===== src/rtl/core_s2p_pkg.sv =====
// Shared types and helpers for the serial-to-parallel collector.
package core_s2p_pkg;

   typedef enum logic {
      COLLECT = 1'b0,
      FULL    = 1'b1
   } state_e;

   // Out-of-range requests (zero or larger than the array) mean "fill the whole array".
   function automatic int sat_target(input int word_count, input int length);
      if (word_count == 0 || word_count > length) begin
         return length;
      end
      return word_count;
   endfunction

endpackage


===== src/rtl/core_s2p_slot.sv =====
// One word-wide storage slot: synchronous active-low reset, clear, then write enable.
module core_s2p_slot #(
   parameter int Bits = 8
) (
   input  logic            clk_i,
   input  logic            srst_ni,
   input  logic            we_i,
   input  logic            clr_i,
   input  logic [Bits-1:0] d_i,
   output logic [Bits-1:0] q_o
);

   always_ff @(posedge clk_i) begin
      if (!srst_ni) begin
         q_o <= '0;
      end else if (clr_i) begin
         q_o <= '0;
      end else if (we_i) begin
         q_o <= d_i;
      end
   end

endmodule


===== src/rtl/core_serial_to_parallel_collect.sv =====
// Collects handshaked words into a Length-deep frame and holds it until drained.
// Optional sticky overflow_o output is enabled by defining CORE_S2P_OVERFLOW_FLAG_EN.
module core_serial_to_parallel_collect
   import core_s2p_pkg::*;
#(
   parameter int Bits   = 8,
   parameter int Length = 16
) (
   input  logic                        clk_i,
   input  logic                        srst_ni,
   input  logic                        en_i,
   input  logic [Bits-1:0]             data_i,
   input  logic                        valid_i,
   output logic                        ready_o,
   input  logic [$clog2(Length+1)-1:0] word_count_i,
   output logic [Bits-1:0]             store_o [Length],
   output logic [$clog2(Length+1)-1:0] count_o,
   output logic                        full_o,
   input  logic                        drain_i,
   input  logic                        assert_on_i
`ifdef CORE_S2P_OVERFLOW_FLAG_EN
   ,
   output logic                        overflow_o
`endif
);

   localparam int CW = $clog2(Length+1);

   state_e          state;
   state_e          state_next;
   logic [CW-1:0]   target;
   logic [CW-1:0]   tgt_eff;
   logic            accept;
   logic            clear;

   // The first accept of a frame uses the live request; later accepts use the latched one.
   assign tgt_eff = (count_o == '0) ? CW'(sat_target(int'(word_count_i), Length)) : target;
   assign accept  = valid_i && ready_o;
   assign clear   = (state == FULL) && drain_i;

   always_ff @(posedge clk_i) begin
      if (!srst_ni) begin
         state <= COLLECT;
      end else begin
         state <= state_next;
      end
   end

   always_comb begin
      state_next = state;
      ready_o    = 1'b0;
      full_o     = 1'b0;
      case (state)
         COLLECT: begin
            ready_o = en_i;
            if (valid_i && en_i && (count_o + CW'(1)) == tgt_eff) begin
               state_next = FULL;
            end
         end
         FULL: begin
            full_o = 1'b1;
            if (drain_i) begin
               state_next = COLLECT;
            end
         end
         default: state_next = COLLECT;
      endcase
   end

   always_ff @(posedge clk_i) begin
      if (!srst_ni) begin
         count_o <= '0;
         target  <= '0;
      end else if (clear) begin
         count_o <= '0;
      end else if (accept) begin
         count_o <= count_o + CW'(1);
         if (count_o == '0) begin
            target <= tgt_eff;
         end
      end
   end

   for (genvar g = 0; g < Length; g++) begin : g_slot
      core_s2p_slot #(
         .Bits (Bits)
      ) u_slot (
         .clk_i   (clk_i),
         .srst_ni (srst_ni),
         .we_i    (accept && (count_o == CW'(g))),
         .clr_i   (clear),
         .d_i     (data_i),
         .q_o     (store_o[g])
      );
   end

   always_ff @(posedge clk_i) begin
      if (srst_ni && accept && (count_o == '0) && assert_on_i) begin
         assert (word_count_i != '0 && int'(word_count_i) <= Length)
         else $warning("word_count_i=%0d out of range, using %0d", word_count_i, Length);
      end
   end

`ifdef CORE_S2P_OVERFLOW_FLAG_EN
   logic overflow_set;
   assign overflow_set = (state == FULL) && valid_i && !drain_i;

   always_ff @(posedge clk_i) begin
      if (!srst_ni) begin
         overflow_o <= 1'b0;
      end else if (overflow_set) begin
         overflow_o <= 1'b1;
      end
   end

   always_ff @(posedge clk_i) begin
      if (srst_ni && overflow_set && assert_on_i) begin
         assert (overflow_o)
         else $warning("valid_i presented while frame held");
      end
   end
`endif

endmodule


===== config.mk =====
export PLATFORM = sky130hd
export DESIGN_NAME = core_serial_to_parallel_collect
export DESIGN_NICKNAME = d
export VERILOG_FILES = /design/src/rtl/core_s2p_pkg.sv /design/src/rtl/core_s2p_slot.sv /design/src/rtl/core_serial_to_parallel_collect.sv
export SDC_FILE = /design/constraint.sdc
export NUM_CORES = 1
export LEC_CHECK = 0
export ABC_CLOCK_PERIOD_IN_PS = 3900
export CELL_PAD_IN_SITES_DETAIL_PLACEMENT = 1
export CELL_PAD_IN_SITES_GLOBAL_PLACEMENT = 2
export CORE_AREA = 2 2 135 137
export DETAILED_ROUTE_END_ITERATION = 16
export DIE_AREA = 0 0 137 139
export PLACE_DENSITY_LB_ADDON = 0.1
export SKIP_CTS_REPAIR_TIMING = 1
export SYNTH_ARGS = -nofsm -noshare
export SYNTH_HDL_FRONTEND = slang
export SYNTH_HIERARCHICAL = 1
export SYNTH_SLANG_ARGS = --single-unit

===== constraint.sdc =====
create_clock -name clk_i -period 3.9 [get_ports clk_i]
set_input_delay 0.78 -clock clk_i [delete_from_list [all_inputs] [get_ports clk_i]]
set_output_delay 0.78 -clock clk_i [all_outputs]
set_load 0.02 [all_outputs]

Yosys cells after proc, flatten, opt, wreduce, memory -nomap -nowiden
Index checks and enable logic that the tools add are counted.

Add/subtract/negate cells: 1. Magnitude comparators: 1. Equality and inequality tests: 16. Muxes and demuxes: 9. Bitwise operators: 3. Reductions and logical operators: 25.

Operators with widths (number): $eq 5x4->1 const B (8); $eq 5x3->1 const B (4); $logic_and 1x1->1 (20); $mux 5 (3); $eq 5x2->1 const B (2); $logic_not 5->1 (2); $add 5x1->5 const B (1); $eq 5x1->1 const B (1); $eq 5x5->1 (1); $gt 5x5->1 const B (1); $mux 1 (5); $not 1->1 (3); $reduce_and 3->1 (1); $pmux 1 s2 (1); $reduce_or 2->1 (1); $logic_or 1x1->1 (1).

Bits in registers: 139. Input port bits: 19. Output and inout bits: 135. Logic and storage cells: 74.

Logic depth before layout (Yosys ltp)
Depth after elaboration: 9. Gate-level depth with buffers: 8. Depth with buffers taken out: 7.

Modules after synthesis
The synthesis kept the hierarchy.

By module, submodules not included: core_s2p_slot (instances 16, cells an instance 27, area each 292.8 µm², sequential area each 160.2 µm²); core_serial_to_parallel_collect (instances 1, cells an instance 106, area each 860.8 µm², sequential area each 220.2 µm²).

Worst setup path after synthesis
Ideal clock, no wire load.

Path kind: input to register. Start: input port word_count_i[0]. End: register state. Library setup time: 0.069 ns. Arrival: 2.313 ns. Path slack: 1.518 ns. Stages: 7. Buffers on the path: 0. Cells stage by stage: or4_1 ha_1 and2b_2 mux2i_1 xnor2_1 nand4_1 o21ai_1.

Longest elaborated chain between the ends: 9. Elaborated cells on any way between the ends: 11.

RTL lines: start, declared (RTL line core_serial_to_parallel_collect.sv:15) `input logic [$clog2(Length+1)-1:0] word_count_i,`; $gt 5x5->1 or $logic_not 5->1 (tied branches) (RTL line core_s2p_pkg.sv:11) `if (word_count == 0 || word_count > length) begin`; $logic_or 1x1->1 (RTL line core_s2p_pkg.sv:11); $mux 1 or $mux 5 (tied branches) (RTL line core_s2p_pkg.sv:11); $mux 5 (*) (RTL line core_s2p_pkg.sv:14) `return word_count;`; $mux 5 (*) (RTL line core_serial_to_parallel_collect.sv:37) `assign tgt_eff = (count_o == '0) ? CW'(sat_target(int'(word_count_i), Length)) : target;`; $eq 5x5->1 (*) (RTL line core_serial_to_parallel_collect.sv:56) `if (valid_i && en_i && (count_o + CW'(1)) == tgt_eff) begin`; $logic_and 1x1->1 (*) (RTL line core_serial_to_parallel_collect.sv:56); $mux 1 (*) (RTL line core_serial_to_parallel_collect.sv:56); $pmux 1 s2 (*) (RTL line core_serial_to_parallel_collect.sv:53) `case (state)`; end signal, assigned (RTL line core_serial_to_parallel_collect.sv:45) `state <= state_next;`; end, declared (RTL line core_serial_to_parallel_collect.sv:29) `state_e state;`.

Every way passes the cells marked *; elsewhere a longest branch is shown, timed or not. A chain may end at the register's enable or synchronous reset.

Worst setup path after layout
Start: input port en_i. End: output port ready_o.

Longest elaborated chain between the ends: 1.

RTL lines: start, declared (RTL line core_serial_to_parallel_collect.sv:11) `input logic en_i,`; $mux 1 (RTL line core_serial_to_parallel_collect.sv:53); end, declared (RTL line core_serial_to_parallel_collect.sv:14) `output logic ready_o,`.

Every way passes these cells.

==> flow_summary.toml <==
[route]
ant_nets = 0
firstDrtPassIters = 4
routed_wl_um = 16500
via_per_inst = 4.53
vias = 4194
post_drt_wl_per_cell_um = 17.8
drtIter0Drc = 108
drc = 0

[floorplanning]
die_height_um = 139
die_x_um = 137
rows = 49
initial_core_util = 0.314
core_area_um2 = 17700
dieArea_um2 = 19000
ios = 154

[place]
gp_congestion = 0.740
placedCellCount = 894
dp_hpwl_um = 11200
port_buffers = 152

[timing]
fin_skew_ps = 10.0
setup_viol = 0
rsz0062_at_grt = "false"
fmax_mhz = 337
hold-worst-slack_ps = 489
period_minus_slack_ps = 2970
tns_ps = 0
relSlewSlack = 0.215
maxSlewViolCount = 0
hold_viol = 0
fin_crit_sh = 0.762
tightest_slew_ps = 1170

[synth]
synth_cell_type_count = 32
async_flop_share = 0
ys_seq_elements = 139
synth_edf_count = 0
yosysSeqAreaShare = 0.502
syn_nets = 563
syn-mean-instance-area_um2 = 10.3
synthCells = 538
yosysWarnings = 6
syn_area_um2 = 5550
ys.flop_type = "dfxtp_1"

[job]
maxCapViolations = 0

[cells_and_area]
nFillCells = 1997
nets = 709
drive_gt1_frac = 0.0660
finalNonFillerCells = 926
diodes = 0
area.growth.synth_to_final_pct = 38.6
fin_util = 0.435

[clock_tree]
cts_root_buf = "clkbuf_16"
insertion_delay_ps = 410
cts_tree = "yes"
cts-buffers-inserted = 17
ctsHtreeMaxLevel = 4
cts_max_path_buffers = 2
cts.sinks = 139
path_clk_slew_ps = 60

[global_routing]
grt_pass1_wl_um = 25800
grt_pass1_vias = 4568
grt.total_usage = 0.180
grt_overflow = 0
antenna_found_initial = 0
grt_max_degree = 19

[min_path]
hp-class = "register to register"
hold_path_startpoint = "g_slot[2].u_slot/q_o[2]$_SDFFE_PP0P_"

[critical_path]
critPathCaptureType = "output port"
critPathKind = "input pin to output port"
reg2reg_from = "count_o[0]$_SDFFE_PP0P_"
critPathRequiredTime_ps = 3120
crit_path_start = "en_i"
cp-start-kind = "input pin"
critPathMaxFanout = 3
arrival_ps = 2190

[power_and_ir_drop]
power.total_mw = 3.06
ir_worst_vdd_mv = 0.297
leakage_nw = 2.67
powerDensity_nw_per_um2 = 398

[status]
status = "complete, no violations"
where the power goes:
part           internal, mW  switching [mW]
clock                 0.841           0.590
sequential             1.43         0.00875
combinational        0.0680           0.117
total                  2.34           0.716
Yosys cell counts (all sizes together) (3+ instances only):
library cell  count  area share
buf              17       0.035
clkbuf           19       0.017
nand3b            3      0.0063
o21ai             3      0.0027
nand2            12      0.0081
nor2b             7      0.0079
nand3             3      0.0027
nand2b           17       0.019
dfxtp           139        0.50
xor2              3      0.0047
nor2            143       0.098
inv               5      0.0034
xnor2             5      0.0079
ha                6       0.014
and2              5      0.0056
mux2i           136        0.25
a21oi             3      0.0027
through the flow:
| stage | area [um2] | worst slack (ps) |
|---|---|---|
| floorplan | 5550 | 1520 |
| global placement | 7150 | 947 |
| detailed placement | 7150 | 873 |
| CTS | 7680 | 923 |
| global route | 7680 | 864 |
| finish | 7680 | 928 |
per-layer routing:
metal	part of all wire	up-vias	track usage
met1	0.44	2021	0.222
met5	0	-	0
met4	0.011	0	0.0505
met3	0.062	12	0.0552
li1	-	2059	-
met2	0.48	102	0.300
cell usage in the layout, fill, tap and decap left out, types with 3 or more instances in the layout:
cell type | Yosys | routed
xor2_1 | 3 | 3
inv_1 | 5 | 5
clkinvlp_4 | 0 | 4
nand2_1 | 12 | 12
nor2_1 | 142 | 142
xnor2_1 | 5 | 5
ha_1 | 6 | 6
mux2i_1 | 136 | 136
dfxtp_1 | 139 | 139
and2_1 | 5 | 5
a21oi_1 | 3 | 3
clkbuf_16 | 0 | 17
nand2b_1 | 17 | 17
buf_4 | 0 | 11
nand3_1 | 3 | 3
nor2b_1 | 7 | 7
clkdlybuf4s50_1 | 0 | 152
clkinv_2 | 0 | 5
registers in the layout, summed over array words and instances (netlist names):
register           cells
target                 5
state                  1
count_o                5
g_slot.u_slot/q_o    128
final cells by class:
class / count / area, um2 / area share
Sequential cell: 139 / 2780 / 0.362
Multi-Input combinational cell: 358 / 2460 / 0.320
Timing Repair Buffer: 163 / 1600 / 0.209
Clock buffer: 21 / 460 / 0.0599
Tap cell: 229 / 287 / 0.0373
Clock inverter: 11 / 72.6 / 0.00944
Inverter: 5 / 18.8 / 0.00244
worst max-delay path: stages:
cell and delay (ps):
clkdlybuf4s50_1 530, nor2b_1 240, clkdlybuf4s50_1 640
final timing paths:
check | endpoint | slack (ps) | depth (start not counted)
max | ready_o | 930 | 3
min | g_slot[2].u_slot/q_o[2]$_SDFFE_PP0P_ | 490 | 2
max reg2reg | g_slot[15].u_slot/q_o[1]$_SDFFE_PP0P_ | 1850 | 6
min reg2reg | g_slot[2].u_slot/q_o[2]$_SDFFE_PP0P_ | 490 | 2
cells by family after synthesis:
group                      after synthesis  share of synthesized area
AOI/OAI and AO/OA                        9                    0.00993
xor gates and xnor gates                 8                     0.0126
adders and majority gates                6                     0.0135
buffers and inverters                   41                     0.0546
DFF                                    139                      0.502
muxes                                  136                      0.245
and+or+nand+nor                        199                      0.162
Note: power is estimated with default switching activity, not from simulation.
